--- config.mk ---
export PLATFORM = sky130hd
export DESIGN_NAME = i2c_monitor
export DESIGN_NICKNAME = d
export VERILOG_FILES = /design/src/rtl/i2c_monitor.sv
export SDC_FILE = /design/constraint.sdc
export NUM_CORES = 1
export LEC_CHECK = 0
export CAP_MARGIN = 0
export CELL_PAD_IN_SITES_DETAIL_PLACEMENT = 0
export CELL_PAD_IN_SITES_GLOBAL_PLACEMENT = 1
export CORE_UTILIZATION = 40
export CTS_CLUSTER_SIZE = 40
export DETAILED_ROUTE_END_ITERATION = 6
export MAX_ROUTING_LAYER = met4
export PLACE_DENSITY_LB_ADDON = 0.15
export SYNTH_ARGS = -nofsm -noshare
export SYNTH_HDL_FRONTEND = slang
export SYNTH_SLANG_ARGS = --single-unit
--- constraint.sdc ---
create_clock -name clk -period 3.4 [get_ports clk]
set_clock_uncertainty 0.1 [all_clocks]
set_input_delay 0.68 -clock clk [delete_from_list [all_inputs] [get_ports clk]]
set_output_delay 0.68 -clock clk [all_outputs]
set_load 0.01 [all_outputs]
--- src/rtl/i2c_monitor.sv ---
// rtl/i2c_monitor.sv - passive I2C bus monitor emitting one decoded record per transaction
// Optional address filter ports are enabled by defining I2C_MON_ADDR_FILTER_EN.
module i2c_monitor #(
    parameter int DATA_WIDTH  = 32,
    parameter int SYNC_STAGES = 2
) (
    input  logic                  clk,
    input  logic                  rst,
    input  logic                  scl,
    input  logic                  sda,
`ifdef I2C_MON_ADDR_FILTER_EN
    input  logic [6:0]            filter_addr,
    input  logic                  filter_on,
`endif
    output logic                  txn_valid,
    output logic                  txn_rw,
    output logic [6:0]            txn_slave_addr,
    output logic [7:0]            txn_data_addr,
    output logic [DATA_WIDTH-1:0] txn_data,
    output logic                  txn_nack,
    output logic                  txn_err,
    output logic                  busy
);
    localparam logic [7:0] NB = 8'(DATA_WIDTH / 8);

    typedef enum logic [2:0] {IDLE, ADDR, ADDR_ACK, BYTE, BYTE_ACK} state_t;
    state_t state, state_nxt;

    logic [SYNC_STAGES-1:0] scl_sync, sda_sync;
    logic                   scl_s, sda_s, scl_p, sda_p;

    logic [2:0]            bit_cnt;
    logic [6:0]            shift;
    logic                  bit_smp, armed;
    logic                  w_rw, addr_done, daddr_seen, w_nack, w_err, pend_nack;
    logic [6:0]            w_addr;
    logic [7:0]            w_daddr, pay_cnt;
    logic [DATA_WIDTH-1:0] w_data;

    logic scl_hi, scl_rise, scl_fall, bit_fall, start_det, stop_det;
    logic in_ack, in_shift, byte_done, ack_err, addr_only, closing, rec_err, emit;
    logic [7:0] byte_val;

    assign scl_s = scl_sync[SYNC_STAGES-1];
    assign sda_s = sda_sync[SYNC_STAGES-1];

    always_ff @(posedge clk) begin
        if (rst) begin
            scl_sync <= '1;
            sda_sync <= '1;
            scl_p    <= 1'b1;
            sda_p    <= 1'b1;
        end else begin
            scl_sync <= {scl_sync[SYNC_STAGES-2:0], scl};
            sda_sync <= {sda_sync[SYNC_STAGES-2:0], sda};
            scl_p    <= scl_s;
            sda_p    <= sda_s;
        end
    end

    // START/STOP need scl stable high across both samples, so a joint scl+sda edge is plain data
    assign scl_hi    = scl_s & scl_p;
    assign scl_rise  = scl_s & ~scl_p;
    assign scl_fall  = ~scl_s & scl_p;
    assign start_det = scl_hi & sda_p & ~sda_s;
    assign stop_det  = scl_hi & ~sda_p & sda_s;
    // A bit is committed on the falling edge, so the rise preceding a START/STOP never counts
    assign bit_fall  = scl_fall & armed;

    assign in_ack    = (state == ADDR_ACK) || (state == BYTE_ACK);
    assign in_shift  = (state == ADDR) || (state == BYTE);
    assign byte_done = in_shift && bit_fall && (bit_cnt == 3'd7);
    assign byte_val  = {shift, bit_smp};
    assign ack_err   = in_ack && scl_hi && (sda_s != sda_p);
    assign addr_only = (state == BYTE) && addr_done && !w_rw && daddr_seen
                       && (pay_cnt == 8'd0) && (bit_cnt == 3'd0);
    assign closing   = (state != IDLE) && (stop_det || (start_det && !addr_only));
    assign rec_err   = w_err || ack_err || (in_shift && (bit_cnt != 3'd0)) || (pay_cnt != NB);
`ifdef I2C_MON_ADDR_FILTER_EN
    assign emit      = closing && (!filter_on || (w_addr == filter_addr));
`else
    assign emit      = closing;
`endif

    always_ff @(posedge clk) begin
        if (rst) state <= IDLE;
        else     state <= state_nxt;
    end

    always_comb begin
        state_nxt = state;
        if (start_det) begin
            state_nxt = ADDR;
        end else if (stop_det) begin
            state_nxt = IDLE;
        end else begin
            case (state)
                ADDR:     if (byte_done) state_nxt = ADDR_ACK;
                ADDR_ACK: if (bit_fall)  state_nxt = BYTE;
                BYTE:     if (byte_done) state_nxt = BYTE_ACK;
                BYTE_ACK: if (bit_fall)  state_nxt = BYTE;
                default:  state_nxt = state;
            endcase
        end
    end

    always_ff @(posedge clk) begin
        if (rst) begin
            txn_valid <= 1'b0; txn_rw <= 1'b0; txn_slave_addr <= '0; txn_data_addr <= '0;
            txn_data <= '0; txn_nack <= 1'b0; txn_err <= 1'b0; busy <= 1'b0;
            bit_cnt <= '0; shift <= '0; bit_smp <= 1'b0; armed <= 1'b0;
            w_rw <= 1'b0; addr_done <= 1'b0; daddr_seen <= 1'b0; w_nack <= 1'b0;
            w_err <= 1'b0; pend_nack <= 1'b0; w_addr <= '0; w_daddr <= '0;
            pay_cnt <= '0; w_data <= '0;
        end else begin
            txn_valid <= 1'b0;
            if (emit) begin
                txn_valid      <= 1'b1;
                txn_rw         <= w_rw;
                txn_slave_addr <= w_addr;
                txn_data_addr  <= w_daddr;
                txn_data       <= w_data;
                txn_nack       <= w_nack;
                txn_err        <= rec_err;
            end
            if (start_det)     busy <= 1'b1;
            else if (stop_det) busy <= 1'b0;

            if (scl_rise) begin
                bit_smp <= sda_s;
                armed   <= 1'b1;
            end

            if (start_det || stop_det) begin
                armed      <= 1'b0;
                bit_cnt    <= '0;
                shift      <= '0;
                w_rw       <= 1'b0;
                w_addr     <= '0;
                addr_done  <= 1'b0;
                daddr_seen <= 1'b0;
                w_data     <= '0;
                pay_cnt    <= '0;
                w_nack     <= 1'b0;
                w_err      <= 1'b0;
                pend_nack  <= 1'b0;
                // The data address survives only an address-only write into a repeated START
                if (!(start_det && addr_only)) w_daddr <= '0;
            end else begin
                if (scl_fall) armed <= 1'b0;
                if (ack_err)  w_err <= 1'b1;
                if (in_shift && bit_fall) begin
                    shift   <= byte_val[6:0];
                    bit_cnt <= bit_cnt + 3'd1;
                end
                if (byte_done) begin
                    if (state == ADDR) begin
                        w_addr    <= byte_val[7:1];
                        w_rw      <= byte_val[0];
                        addr_done <= 1'b1;
                    end else if (!w_rw && !daddr_seen) begin
                        w_daddr    <= byte_val;
                        daddr_seen <= 1'b1;
                    end else begin
                        if (pay_cnt < NB)     w_data  <= (w_data << 8) | DATA_WIDTH'(byte_val);
                        if (pay_cnt != 8'hFF) pay_cnt <= pay_cnt + 8'd1;
                    end
                end
                if (bit_fall && (state == ADDR_ACK) && bit_smp) w_nack <= 1'b1;
                // A read NACK only counts once a further byte proves it was not the last one
                if (bit_fall && (state == BYTE_ACK)) begin
                    if (!w_rw) begin
                        if (bit_smp) w_nack <= 1'b1;
                    end else begin
                        if (pend_nack) w_nack <= 1'b1;
                        pend_nack <= bit_smp;
                    end
                end
            end
        end
    end
endmodule

== Word-level counts from Yosys, hierarchy flattened ==
Cells that the tools add are included.
Word-level totals
  flip-flop bits (word level): 134
  input bits: 4
  output and inout port bits: 52
Operators by class
  add/sub/neg operators: 2
  magnitude comparators: 1
  equal/unequal tests: 16
  muxes and demuxes: 19
  bitwise gates (word level): 15
  reductions and logical operators: 48
Operator list (number)
  2-to-1 mux 8 bit: 5
  bitwise OR 32 x 8 -> 32 bit: 1
  AND reduction 4 bit: 5
  logical AND 1 bit: 17
  2-to-1 mux 1 bit: 10
  2-to-1 mux 3 bit: 3
  case mux 3 bit (3 select lines): 1
  nonzero test 3 bit: 3
  adder 8 x 1 -> 8 bit, second input constant: 1
  bitwise AND 1 bit: 8
  logical NOT 8 bit: 1
  < comparator 8 x 3 -> 1 bit, second input constant: 1
  != test 4 bit, second input constant: 2
  != test 8 x 3 -> 1 bit, second input constant: 1
  != test 8 bit, second input constant: 1
  logical OR 1 bit: 7
  == test 3 x 2 -> 1 bit, second input constant: 2
  == test 3 bit, second input constant: 2
  != test 2 bit, second input constant: 3
  inverter 1 bit: 6
  nonzero test 2 bit: 3
  OR reduction 3 bit: 2
  nonzero test 5 bit: 1
  != test 2 x 1 -> 1 bit, second input constant: 2
  9 further kinds: 13

== Logic depth before layout (Yosys ltp) ==
Gate-level depths: netlist of run 1.
  depth in word-level cells: 11
  mapped depth: 8

== Worst setup path before layout of run 1 ==
Ideal clock, no wire load.
  path type: register -> register
  start point: reg bit_cnt[0]
  end point: reg pay_cnt[5]
  library setup time: 0.132 ns
  data arrival time: 1.815 ns
  data required time: 3.168 ns
  setup slack: 1.353 ns
  cell stages (with the launch flop): 8
  path buffers: 1
  clock period less this slack: 2.047 ns
  cells stage by stage: dfxtp_1 > ha_1 > ha_1 > and3b_1 > o2111ai_1 > clkbuf_1 > o41ai_1 > a21oi_1
Between the ends
  longest elaborated chain between the ends: 3
Ends and longest elaborated chain
  start, declared: RTL line 32  | logic [2:0] bit_cnt;
  start signal, assigned: RTL line 154  | bit_cnt <= bit_cnt + 3'd1;
  == test 3 bit: RTL line 72  | assign byte_done = in_shift && bit_fall && (bit_cnt == 3'd7);
  logical AND 1 bit: RTL line 72
  AND reduction 4 bit (no line)
  end signal, assigned: RTL line 166  | if (pay_cnt != 8'hFF) pay_cnt <= pay_cnt + 8'd1;
  end, declared: RTL line 37  | logic [7:0] w_daddr, pay_cnt;
Every way passes these cells.
A chain may end at the register's enable or synchronous reset.

== Worst setup path in the final report of run 1 ==
  start point: reg state[2]
  end point: reg txn_data[30]
Between the ends
  longest elaborated chain between the ends: 10
  elaborated cells on any way between the ends: 11
  those cells by class: eq/ne: 1; reduce/logical: 10
Ends and longest elaborated chain
  start, declared: RTL line 27  | state_t state, state_nxt;
  start signal, assigned: RTL line 87  | else state <= state_nxt;
  == test 3 x 2 -> 1 bit: RTL line 75  | assign addr_only = (state == BYTE) && addr_done && !w_rw && daddr_seen
  logical AND 1 bit (3 in series): RTL line 75
  logical AND 1 bit (2 in series): RTL line 76  | && (pay_cnt == 8'd0) && (bit_cnt == 3'd0);
  logical NOT 1 bit: RTL line 77  | assign closing = (state != IDLE) && (stop_det || (start_det && !addr_only));
  logical AND 1 bit: RTL line 77
  logical OR 1 bit: RTL line 77
  logical AND 1 bit *: RTL line 77
  end signal, assigned: RTL line 122  | txn_data <= w_data;
  end, declared: RTL line 19  | output logic [DATA_WIDTH-1:0] txn_data,
Mark *: on every way between the ends. The rest lies on a longest branch, timed or not.

==> impl.org, run 1 <==
** Logic synthesis
- Async SR Flop Fraction :: 0
- Distinct cell type count after synthesis :: 49
- Synthesis produced a netlist with a net count of 647.
- Synthesis Warnings :: 0
- Mapped cell area :: 5560 µm²
- Of the post-synthesis cell area, the dominant cell type holds 0.482.
- The biggest area contributor in the post-synthesis netlist is sky130_fd_sc_hd__dfxtp_1.
- Part of the Yosys area used for sequential elements :: 0.482
- In this run the mean area of a mapped cell was 8.72 µm².
- Most instantiated flip-flop cell in the synthesis netlist :: sky130_fd_sc_hd__dfxtp_1
- Counting every instance in the synthesized netlist gives 638.
- Counting flops and latches in the post-synthesis netlist gives 134.
- The synthesized design contains 0 enable-type register cells.
- After synthesis, the cell types taking the most area are sky130_fd_sc_hd__dfxtp_1 48%, sky130_fd_sc_hd__mux2i_1 11%, sky130_fd_sc_hd__nand2_1 8.5%, sky130_fd_sc_hd__a21oi_1 4.9%, sky130_fd_sc_hd__o21ai_0 3.8%.

** Layout
- The repair_antennas step left the layout with diodes totalling 0.
- At the end of the flow, the number of nets in the layout was 679.
- In the final layout, the share of cells above drive strength 1 is 0.0777.
- Number of filler instances in the final layout :: 1,274
- Filler-free cell count of the finished design :: 858
- From synthesis to final layout, the design area changed by 22.6%.
- The finished cells cover 6820 µm².

** STA
- Setup total negative slack on the finished layout was measured at 0 ns.
- Highest clock rate :: 382 MHz
- The max-slew violation total from the final report came to 0.
- Subtracting the final worst setup slack from the clock period gives 2.62 ns.
- Final Cycle Share :: 0.770
- Slew @ Worst Pin :: 0.981 ns
- Hold timing on the final database bottoms out at a slack of 0.310 ns.
- Unrepaired setup endpoints after global routing :: false
- The number of hold violations in the final report is 0.
- Relative slew slack :: 0.344
- Setup violations remaining at the end of the flow were counted as 0.

** Floorplan
- Die area :: 14,400 µm²
- Number of rows in the core area :: 42
- I/O pin count :: 56
- Die Y-Extent :: 120 µm
- For this configuration, the core starts out at a cell density of 0.415.
- The floorplan step set the die width to 120 µm.
- Floorplan Core Area :: 13,400 µm²

** Global routing
- Total Routing Usage GR :: 0.194
- Via count of the first global-routing pass :: 4,311
- Met1 global-route usage :: 0.275
- Total grt overflow :: 0
- GRT met2 Usage :: 0.271
- The first global-routing pass estimated 21.8 mm of wire.
- The number of antenna violations at the first check in global routing came to 0.
- Met3 global-route usage :: 0.0399
- Maximum number of pins on one net before global-route repair :: 104
- Most heavily used metal layer in global routing :: met1

** Worst hold path
- Path class of the lowest-slack min-delay path :: reg2reg

** Clock network
- Clock latency reported for the late side of the worst-skew pair :: 0.41 ns
- In this run the post-CTS setup repair buffer count came out at 0.
- The H-tree was split into 4 levels.
- Root buffer cell :: sky130_fd_sc_hd__clkbuf_16
- Post_cts resized :: 0
- # hold bufs at CTS :: 0
- Clock edge transition at the registers on the reported setup and hold paths :: 0.05 ns
- Clock sink count :: 134
- TritonCTS built the clock tree.
- The number of clock buffers added by TritonCTS is 17.
- The clock passes through at most 2 buffers.

** Routing
- Detailed-routing iteration count for the pre-antenna-repair pass :: 4
- DRC violation count after routing :: 0
- Detailed routing inserted a total of 4,553 vias.
- Once detail routing completed, the nets flagged for antenna violations numbered 0.
- Total routed wirelength :: 12.7 mm
- For this block, the initial DRC count from the detailed router was 316.
- Post-detailed-route wirelength per cell :: 14.8 µm
- Routed via count divided by cell count :: 5.31

** Place
- The count of buffers added on input and output ports is 55.
- Instance count after placement with tap cells included :: 827
- Summed over all nets, the half-perimeter wirelength after detailed placement is 7.77 mm.
- The congestion estimate from routability-driven global placement came to 0.748.
- Placement-stage cell area :: 6230 µm²

** Setup path
- For this design, the slowest cell found on the critical path is sky130_fd_sc_hd__a31oi_4.
- The critical path goes through nand2b_1 > nor4_4 > buf_4 > a31oi_4 > buf_12 > mux2i_1.
- On the worst path, the slowest cell contributes a delay of 0.74 ns.
- Along the worst path, the maximum fanout reaches 33.
- The worst setup path is launched from a register.
- Critical path type :: reg2reg
- Worst EP required :: 3.64 ns
- Data arrival at the endpoint of the critical path :: 2.86 ns
- The worst setup path is captured at a register.

** Power and ir drop
- Power comes to 3.50 mW.
- IR analysis of the VDD net gives a maximum drop of 321 µV.
- Summed over all cells, the static leakage comes to 2.15 nW.
- Total power per unit cell area :: 513 nW/µm²

** Run status
- Run status :: finished, final reports clean

** Run
- Number of max-cap violations :: 0
==> worst max-delay path: cells and delay by family, from the launching register on <==
kind / cells / cell delay [ns]
compound gates: 1 / 0.74
flops: 1 / 0.53
buf+inv: 2 / 0.51
simple gates: 2 / 0.40
mux: 1 / 0.22
==> cell usage after synthesis, drive strengths merged, types with 5 or more instances <==
cell type,count
mux2i,61
o21ai,48
nor2,18
a21oi,55
nand4,9
inv,8
o211ai,16
nand3,39
ha,5
dfxtp,134
clkbuf,43
or2,7
buf,9
nand2,126
==> final cells by class <==
cell class / count / area (µm²) / share of cell area
clock buffers: 23 / 498 / 0.0730
multi-input cells: 443 / 2640 / 0.387
flip-flops and latches: 134 / 2680 / 0.393
well taps: 176 / 220 / 0.0323
repair buffers: 65 / 651 / 0.0954
inverters: 9 / 33.8 / 0.00495
clock inverters: 8 / 96.3 / 0.0141
==> state kept, by name, summed over array words and instances, names as in the netlist, 3 cells and up <==
name / count
w_daddr: 8
txn_data: 32
txn_slave_addr: 7
pay_cnt: 8
bit_cnt: 3
state: 3
w_addr: 7
w_data: 32
shift: 7
txn_data_addr: 8
==> worst paths after layout <==
kind	end	from	slack [ns]	cells after the start
min reg2reg	scl_sync[1]	scl_sync[0]	0.31	1
max	txn_data[30]	state[2]	0.78	6
max reg2reg	txn_data[30]	state[2]	0.78	6
min	scl_sync[1]	scl_sync[0]	0.31	1
==> stage by stage <==
step                utilization  setup slack [ns]
floorplan                     -              1.35
detailed placement        0.465             0.798
global placement          0.465             0.875
global route              0.509             0.607
CTS                       0.509             0.779
finish                    0.509             0.783
==> placed cells by master (no fill, tap or decap), types with 16 or more instances in the layout <==
| cell type | instances |
|---|---|
| sky130_fd_sc_hd__dfxtp_1 | 134 |
| sky130_fd_sc_hd__nand2_1 | 125 |
| sky130_fd_sc_hd__mux2i_1 | 61 |
| sky130_fd_sc_hd__a21oi_1 | 55 |
| sky130_fd_sc_hd__clkdlybuf4s50_1 | 55 |
| sky130_fd_sc_hd__o21ai_0 | 42 |
| sky130_fd_sc_hd__nand3_1 | 39 |
| sky130_fd_sc_hd__nor2_1 | 18 |
| sky130_fd_sc_hd__clkbuf_16 | 17 |
| sky130_fd_sc_hd__o211ai_1 | 16 |
==> power breakdown <==
group	total, mW	switching (mW)	internal, mW
sequential	1.59	0.0109	1.58
clock	1.82	0.653	1.17
combinational	0.0844	0.0590	0.0254
total	3.50	0.723	2.78
==> cell families after synthesis <==
kind of cell,synth area share
compound gates,0.141
xor+xnor,0.00472
fa+ha+maj,0.0112
buf+inv,0.0479
flops,0.482
mux,0.110
simple gates,0.203
==> metal layers <==
| layer | up-vias | share of wire |
|---|---|---|
| li1 | 2287 | - |
| met1 | 2153 | 0.52 |
| met2 | 99 | 0.43 |
| met3 | 14 | 0.035 |
| met4 | 0 | 0.014 |
| met5 | - | 0 |
Note: power is estimated with default switching activity, not from simulation.
==> run 2, diff against run 1 <==
--- a/config.mk
+++ b/config.mk
@@ -8,7 +8,7 @@
 export CAP_MARGIN = 0
 export CELL_PAD_IN_SITES_DETAIL_PLACEMENT = 0
 export CELL_PAD_IN_SITES_GLOBAL_PLACEMENT = 1
-export CORE_UTILIZATION = 40
+export CORE_UTILIZATION = 39
 export CTS_CLUSTER_SIZE = 40
 export DETAILED_ROUTE_END_ITERATION = 6
 export MAX_ROUTING_LAYER = met4
==> constraint.sdc (replaced) <==
create_clock -name clk -period 2.1 [get_ports clk]
set_clock_uncertainty 0.1 [all_clocks]
set_input_delay 0.42 -clock clk [delete_from_list [all_inputs] [get_ports clk]]
set_output_delay 0.42 -clock clk [all_outputs]
set_load 0.01 [all_outputs]
==> run 2 against run 1 <==
  * Sequential power grew 62%
  * Largest power group unchanged
  * Power up 58%
  * Critical path type unchanged
  * Register-to-register slack got worse by 0.72 ns
  * Cell count is 2.7% higher
  * Largest cell class unchanged
  * Setup slack worse by 0.72 ns
  * Sequential share of layout area decreased by 1.1 points
==> impl.org, run 2 (synthesized netlist as in run 1, its figures left out) <==
** STA
- The post-route clock period utilization is 0.969 (was 0.770).
- Final Hold Viols :: 0 (unchanged)
- Final min period :: 2.04 ns (was 2.62 ns)
- The final worst slack was 0.0642 ns (was 0.783 ns).
- Highest clock rate :: 491 MHz (was 382 MHz)
- Smallest hold slack :: 0.313 ns (was 0.310 ns)
- The total negative slack was 0 ns (unchanged).
- Relative slew slack :: 0.575 (was 0.344)
- Slew @ Worst Pin :: 0.629 ns (was 0.981 ns)
- Fin. max-slew vios :: 0 (unchanged)
- The count of endpoints failing setup in the final report was 0 (unchanged).

** Floorplan
- Number of rows in the core area :: 43 (was 42)
- Die Y-Extent :: 121 µm (was 120 µm)
- The die outline width came to 121 µm (was 120 µm).
- The full die area was 14,700 µm² (was 14,400 µm²).
- The initial core utilization is 0.401 (was 0.415).
- I/O pin count :: 56 (unchanged)
- The core area is 13,900 µm² (was 13,400 µm²).

** Setup path
- Worst path cell trace: ha_1 > ha_1 > and3b_2 > buf_4 > o2111a_2 > buf_12 > nand3_1 > a21oi_1 (was nand2b_1 > nor4_4 > buf_4 > a31oi_4 > buf_12 > mux2i_1).
- By instance count, the cell type seen most on the critical path is sky130_fd_sc_hd__ha_1.
- Biggest cell delay along the critical path :: 0.36 ns (was 0.74 ns)
- Crit path to :: w_data[16] (was txn_data[30])
- The type of the worst setup path is reg2reg (unchanged).
- The number of buffer and inverter instances along the worst setup path is 2 (unchanged).
- Number of cells on the critical path :: 8 (was 6)
- The required time of the worst setup path came to 2.34 ns (was 3.64 ns).
- The top fanout value on the critical path came to 18 (was 33).
- The destination of the worst register-to-register timing path is w_data[16] (was txn_data[30]).
- R2R Path Start :: bit_cnt[0] (was state[2])
- Endpoint type of the worst setup path :: register (unchanged)
- The number of cells on the worst reg-to-reg path came to 8 (was 6).
- Startpoint of the worst setup timing path :: bit_cnt[0] (was state[2])
- Critical path startpoint category :: register (unchanged)
- The kind of cell adding the most delay to the critical path is compound AO/OA/AOI/OAI gates (unchanged).
- Slowest CP cell :: sky130_fd_sc_hd__dfxtp_1 (was sky130_fd_sc_hd__a31oi_4)
- The minimum setup slack among reg-to-reg paths came to 0.06 ns (was 0.78 ns).
- The endpoint arrival time on the critical path came to 2.28 ns (was 2.86 ns).

** Place
- The number of input and output port buffers inserted is 55 (unchanged).
- Worst slack, placed :: 0.0703 ns (was 0.798 ns)
- The estimated wirelength of the detail-placed design came to 8.69 mm (was 7.77 mm).
- Routability Congestion :: 0.781 (was 0.748)
- The number of cells in the design after placement came to 851 (was 827).

** Layout
- Final net count :: 700 (was 679)
- Leading registers by flop count :: txn_data x32, w_data x32 (unchanged)
- Filler-free cell count of the finished design :: 881 (was 858)
- Most common cell after layout, fill and taps aside :: sky130_fd_sc_hd__dfxtp_1 (unchanged)
- The number of antenna repair diodes was 0 (unchanged).
- Synth-to-Final Area Change :: 26.1% (was 22.6%)
- Share of layout cells above drive strength 1 :: 0.101 (was 0.0777)
- Most frequent cells in the layout :: 134 x sky130_fd_sc_hd__dfxtp_1, 125 x sky130_fd_sc_hd__nand2_1, 61 x sky130_fd_sc_hd__mux2i_1 (unchanged)

** Worst hold path
- The class of the tightest hold or removal check is reg2reg (unchanged).

** Routing
- The number of DRC violations after detailed routing is 0 (unchanged).
- The aggregate routed wire length is 13.4 mm (was 12.7 mm).
- Highest metal used :: met4 (unchanged)
- Detailed-routing iteration count for the pre-antenna-repair pass :: 4 (unchanged)
- Met3 WL :: 501 µm (was 446 µm)
- The vias per cell came to 5.28 (was 5.31).
- Number of antenna-violating nets in the routed design :: 0 (unchanged)
- Met1 Routed Length :: 6.74 mm (was 6.62 mm)
- Routed length on met2 :: 5.96 mm (was 5.48 mm)
- The routed length per instance came to 15.2 µm (was 14.8 µm).
- Number of design-rule violations left by the first detailed-router iteration :: 317 (was 316)
- Via total after detailed routing :: 4,648 (was 4,553)

** Clock network
- Root buffer cell :: sky130_fd_sc_hd__clkbuf_16 (unchanged)
- Clock tree from TritonCTS :: yes (unchanged)
- The clock-pin slew of the registers on the worst-case setup and hold paths is 0.06 ns (was 0.05 ns).
- The number of buffers inserted to repair setup after CTS came to 0 (unchanged).
- The number of clock sinks is 134 (unchanged).
- Number of buffers added by the clock tree synthesis step :: 17 (unchanged)
- The buffer levels on the longest clock path was 2 (unchanged).
- # hold bufs at CTS :: 0 (unchanged)
- Clock latency reported for the late side of the worst-skew pair :: 0.41 ns (about the same)
- H-tree Lvls :: 4 (unchanged)

** Power and ir drop
- Leakage power :: 2.26 nW (was 2.15 nW)
- Total power per unit cell area :: 790 nW/µm² (was 513 nW/µm²)
- The maximum VDD drop is 517 µV (was 321 µV).
- Total design power :: 5.54 mW (was 3.50 mW)

** Global routing
- Via count of the first global-routing pass :: 4,327 (was 4,311)
- The overall overflow remaining after global route was 0 (unchanged).
- Initial antenna violation count :: 0 (unchanged)
- The global-route usage over all layers came to 0.194 (about the same).
- Wire length of the first global-routing pass :: 21.8 mm (about the same)
- Maximum number of pins on one net before global-route repair :: 57 (was 104)

** Run status
- Run status: finished, final reports clean (unchanged).

** Run
- Number of max-cap violations :: 0 (unchanged)
run 2: changes by cell type in the layout (fill, tap and decap cells not counted), moves of 3 or more:
cell                       before  now
sky130_fd_sc_hd__buf_4          8   24
sky130_fd_sc_hd__clkbuf_8       5    2
sky130_fd_sc_hd__buf_12         2    6
sky130_fd_sc_hd__clkbuf_1       1    5
run 2: stage by stage:
stage                     area, µm²  utilization
final                          7020        0.506
after detailed placement       6430        0.463
after CTS                      6980        0.503
after floorplan                5560            -
after global placement         6430        0.463
after global routing           7020        0.506
run 2: timing repair:
| action | CTS | global route |
|---|---|---|
| hold endpoints to repair | 0 | 0 |
| resized for setup | 0 | 5 |
| setup endpoints to repair | 0 | 36 |
run 2: cell type report:
type,count,area [µm²]
clock buffers,24,472
clock inverters,5,75.1
fillers,1329,6860
inverters,9,33.8
multi-input cells,443,2650
flip-flops and latches,134,2680
well taps,180,225
repair buffers,86,876
run 2: routing by layer:
layer,vias up,GRT usage
li1,2333,-
met1,2202,0.271
met2,100,0.274
met3,13,0.0442
met4,0,0.0656
met5,-,-
run 2: worst min path at each step:
| stage | start | to | cells after the start |
|---|---|---|---|
| global route | scl_sync[0] | scl_sync[1] | 1 |
| detailed placement | scl_sync[0] | scl_sync[1] | 1 |
| CTS | scl_sync[0] | scl_sync[1] | 1 |
| finish | scl_sync[0] | scl_sync[1] | 1 |
| global placement | sda_sync[0] | sda_sync[1] | 1 |
| floorplan | scl_sync[0] | scl_sync[1] | 1 |
run 2: power by group:
part           internal (mW)  leakage, nW  total, mW  switching (mW)
Clock                   1.78        0.270       2.81            1.03
Combinational         0.0520        0.907      0.153           0.100
Sequential              2.56         1.08       2.58          0.0154
